**config.mk**
```make
export PLATFORM = sky130hd
export DESIGN_NAME = seven_seg_decoder
export DESIGN_NICKNAME = d
export VERILOG_FILES = /design/src/rtl/seven_seg_pkg.sv /design/src/rtl/seven_seg_decoder_if.sv /design/src/rtl/seven_seg_lut.sv /design/src/rtl/seven_seg_decoder.sv
export SDC_FILE = /design/constraint.sdc
export NUM_CORES = 1
export LEC_CHECK = 0
export ABC_AREA = 1
export CAP_MARGIN = 25
export CORE_MARGIN = 2
export CORE_UTILIZATION = 25
export DETAILED_ROUTE_END_ITERATION = 10
export PLACE_DENSITY = 0.47
export SYNTH_ARGS = -nofsm -noshare
export SYNTH_HDL_FRONTEND = slang
export SYNTH_SLANG_ARGS = --single-unit
```
**constraint.sdc**
```tcl
create_clock -name Clock -period 1.6 [get_ports Clock]
set_clock_uncertainty 0.1 [all_clocks]
set_input_delay 0.32 -clock Clock [delete_from_list [all_inputs] [get_ports Clock]]
set_output_delay 0.32 -clock Clock [all_outputs]
set_load 0.02 [all_outputs]
```
**src/rtl/seven_seg_pkg.sv**
```systemverilog
// Shared constants for the seven-segment display path: active-high gfedcba
// patterns for each hex digit, the blank pattern and the segment bit positions.
package seven_seg_pkg;

    typedef logic [6:0] seg_t;

    // Segment bit positions within a pattern word (bit0 = a ... bit6 = g)
    localparam int unsigned SEG_A = 0;
    localparam int unsigned SEG_B = 1;
    localparam int unsigned SEG_C = 2;
    localparam int unsigned SEG_D = 3;
    localparam int unsigned SEG_E = 4;
    localparam int unsigned SEG_F = 5;
    localparam int unsigned SEG_G = 6;

    localparam seg_t SEG_BLANK = 7'h00;

    // Active-high patterns; b and d are lowercase so they differ from 8 and 0
    localparam seg_t SEG_0 = 7'h3F;
    localparam seg_t SEG_1 = 7'h06;
    localparam seg_t SEG_2 = 7'h5B;
    localparam seg_t SEG_3 = 7'h4F;
    localparam seg_t SEG_4 = 7'h66;
    localparam seg_t SEG_5 = 7'h6D;
    localparam seg_t SEG_6 = 7'h7D;
    localparam seg_t SEG_7 = 7'h07;
    localparam seg_t SEG_8 = 7'h7F;
    localparam seg_t SEG_9 = 7'h6F;
    localparam seg_t SEG_HEX_A = 7'h77;
    localparam seg_t SEG_HEX_B = 7'h7C;
    localparam seg_t SEG_HEX_C = 7'h39;
    localparam seg_t SEG_HEX_D = 7'h5E;
    localparam seg_t SEG_HEX_E = 7'h79;
    localparam seg_t SEG_HEX_F = 7'h71;

endpackage : seven_seg_pkg

```
**src/rtl/seven_seg_decoder_if.sv**
```systemverilog
// Nibble-to-pattern bus between a digit source and a segment decoder.
// master drives the nibble and reads the pattern; slave decodes it.
interface seven_seg_decoder_if;
    import seven_seg_pkg::*;

    logic [3:0] nibble;
    seg_t       seg;

    modport master (output nibble, input  seg);
    modport slave  (input  nibble, output seg);

endinterface : seven_seg_decoder_if

```
**src/rtl/seven_seg_lut.sv**
```systemverilog
// Purely combinational hex-digit lookup: nibble in, active-high gfedcba out.
// Usable on its own by any unregistered display path.
module seven_seg_lut
    import seven_seg_pkg::*;
(
    seven_seg_decoder_if.slave bus
);

    always_comb begin
        // NOTE: give every always_comb output a default first so no path can infer a latch.
        bus.seg = SEG_BLANK;
        unique case (bus.nibble)
            4'h0: bus.seg = SEG_0;
            4'h1: bus.seg = SEG_1;
            4'h2: bus.seg = SEG_2;
            4'h3: bus.seg = SEG_3;
            4'h4: bus.seg = SEG_4;
            4'h5: bus.seg = SEG_5;
            4'h6: bus.seg = SEG_6;
            4'h7: bus.seg = SEG_7;
            4'h8: bus.seg = SEG_8;
            4'h9: bus.seg = SEG_9;
            4'hA: bus.seg = SEG_HEX_A;
            4'hB: bus.seg = SEG_HEX_B;
            4'hC: bus.seg = SEG_HEX_C;
            4'hD: bus.seg = SEG_HEX_D;
            4'hE: bus.seg = SEG_HEX_E;
            4'hF: bus.seg = SEG_HEX_F;
        endcase
    end

endmodule : seven_seg_lut

```
**src/rtl/seven_seg_decoder.sv**
```systemverilog
// Registered hex-to-seven-segment decoder with selectable output polarity.
// Optional synchronous blanking input Blank when SEVEN_SEG_BLANK_EN is defined.
module seven_seg_decoder
    import seven_seg_pkg::*;
#(
    parameter bit ACTIVE_LOW = 1'b1
) (
    input  logic       Clock,
    input  logic       Reset_n,
    input  logic [3:0] Reg1,
`ifdef SEVEN_SEG_BLANK_EN
    input  logic       Blank,
`endif
    output logic [6:0] HEX0
);

    // XOR mask turning an active-high pattern into the board's drive polarity
    localparam seg_t POL_MASK = ACTIVE_LOW ? 7'h7F : 7'h00;
    localparam seg_t BLANK_DRIVE = SEG_BLANK ^ POL_MASK;

    seven_seg_decoder_if w_lut_bus ();

    seg_t w_pattern;
    seg_t r_hex;

    assign w_lut_bus.nibble = Reg1;

    seven_seg_lut u_lut (
        .bus (w_lut_bus)
    );

`ifdef SEVEN_SEG_BLANK_EN
    assign w_pattern = Blank ? SEG_BLANK : w_lut_bus.seg;
`else
    assign w_pattern = w_lut_bus.seg;
`endif

    always_ff @(posedge Clock or negedge Reset_n) begin
        // NOTE: sequential state uses non-blocking assignments so every flop samples pre-edge values.
        if (!Reset_n) begin
            r_hex <= BLANK_DRIVE;
        end else begin
            r_hex <= w_pattern ^ POL_MASK;
        end
    end

    assign HEX0 = r_hex;

endmodule : seven_seg_decoder

```
==> run metrics <==
io pins 13; Critical Path End Type primary output; IO buf count 12; post-synthesis sequential area ratio 41.3%; # DRC 0; die area 0.00214 mm2; synth-to-layout area growth 38.8%; syn_nets 67; Initial Util 26.1%; Finished Core Util 36.2%; DR vias/cell 3.88; drt wl/cell 8.30 um; DR pass1 iterations 4; crit path kind flip-flop to primary output; Tot Pwr 476 uW; Final period util 93.6%; fin. max-slew vios 0; Post-CTS Setup Inserts 0; initial antenna violation count 0; Post-DRT Antenna Nets 0; commonest non-fill, non-tap cells in the layout nand2_1 (20), nand3_1 (9), dfstp_2 (7), dlygate4sd2_1 (7); Worst setup SP type flip-flop; Die Span X 46.2 um; final wirelength a little over 800 um; FILL cells 186; Final Setup Violations 0; RSZ-0062 raised after global routing no; initial DRC count 3; Setup TNS 0 ns; Static Leak 0.328 nW; Worst path top cell family by delay flip-flops; setup ws final 0.102 ns; max reg flops 7; CP max-delay cell dfstp_2; slew margin rel. 75.5%; Seq cells post-synth 7; core area 0.00171 mm2; Cell Area, Synth 445 um2; post-DP HPWL 657 um; commonest non-fill, non-tap cell in the layout nand2_1; cell accounting for the most synthesized area dfstp_2; status completed; peak supply drop 254 uV; maxcap violations 0; Inst Count DP 93; WP data required roughly 1.2 ns; mean post-synth cell area slightly above 8 um2; clk buf depth 2; final-report hold violation count 0; crit path cell chain dlygate4sd2_1; pwr/cell area 770 mW/mm2; CTS Buf Count 3; Crit. Startpoint HEX0[0]; routed vias approximately 380; worst-path maximum fanout 1; CTS tree done; largest net degree at the start of global routing 9; area share of the largest cell type after synthesis 41.3%; wire length of the first global-routing pass between 1000 and 1500 um; CTS Sinks 7; clock slew at reported path FFs 0.05 ns; gr usage total 9.13%; top cells by area, synth dfstp_2 (41%), ha_1 (17%), nand2_1 (17%); layout cell share with drive strength beyond 1 20.8%; row cnt 15; cells after synthesis 55; Nets 85; pre-CTS setup slack -0.0415 ns; Max H-tree Level 1; n_diodes 0; routability cong. 0.712; critical path arrival 1.08 ns; CP max stage delay 0.51 ns; Setup crit end HEX0[0]; Yosys warning total 0; CP Buf/Inv Count 1; HP Class input pin to async pin; Tightest Pin Transition ~0.37 ns; vias in the first global route 324; Min Clock Period, post-route 1.50 ns; Layout Cells excl Fill 97; gr ovfl total 0; root buffer cell clkbuf_4; hold buffer count at cts 0; post-synthesis cell type count 11; die height ~46 um; stages on the worst setup path 1; fmax 0.667 GHz
==> stage by stage <==
step	area (um2)	hold WS, ns
final	618	0.475
after global routing	618	0.526
after CTS	618	0.487
after detailed placement	601	0.749
after global placement	601	0.746
after floorplan	445	0.0722
==> worst min path at each step <==
stage | from | to | depth (start not counted)
4_1_cts | Reset_n | HEX0[2] | 1
2_1_floorplan | Reset_n | HEX0[0] | 0
5_1_grt | Reset_n | HEX0[5] | 1
3_3_place_gp | Reset_n | HEX0[5] | 1
3_5_place_dp | Reset_n | HEX0[0] | 1
6_report | Reset_n | HEX0[2] | 1
==> cells by family (layout without fill, tap and decap cells) <==
logic type	Yosys count	after routing	synth area share, %
AOI/OAI and AO/OA	2	2	2.25
adders and majority gates	6	6	16.9
buffers and inverters	9	26	10.4
DFF	7	7	41.3
and+or+nand+nor	31	31	29.2
==> Yosys cell counts (all sizes together) <==
master,n
buf,1
dfstp,7
ha,6
inv,8
nand2,21
nand3,9
nor2,1
o21ai,2
==> cell type report <==
| cell class | instances | area, um2 | share of cell area (%) |
|---|---|---|---|
| repair buffers | 14 | 126 | 20.4 |
| clock buffers | 4 | 26.3 | 4.25 |
| inverters | 8 | 35.0 | 5.67 |
| multi-input cells | 39 | 215 | 34.8 |
| well taps | 25 | 31.3 | 5.06 |
| flip-flops and latches | 7 | 184 | 29.8 |
==> power by group <==
group	switching (mW)	internal (mW)	leakage [nW]	total (mW)
Combinational	0.0686	0.0464	0.240	0.115
Clock	0.0599	0.0948	0.0150	0.155
Sequential	0.00270	0.203	0.0732	0.206
==> what timing repair did <==
| item | 4_1_cts | 5_1_grt |
|---|---|---|
| endpoints found under the setup margin | 7 | 0 |
| hold endpoints to repair | 0 | 0 |
| gates resized for setup | 7 | 0 |
==> layer usage <==
| metal | part of all wire (%) | routed length, um | up-vias | global-route usage, % |
|---|---|---|---|---|
| li1 | - | - | 202 | - |
| met1 | 42 | 341 | 160 | 10.4 |
| met2 | 51 | 414 | 14 | 15.3 |
| met3 | 6.1 | 49 | 0 | 1.18 |
| met4 | 0 | 0 | 0 | 6.86 |
| met5 | 0 | 0 | - | 0 |
Power figures use the tool's default switching activity.
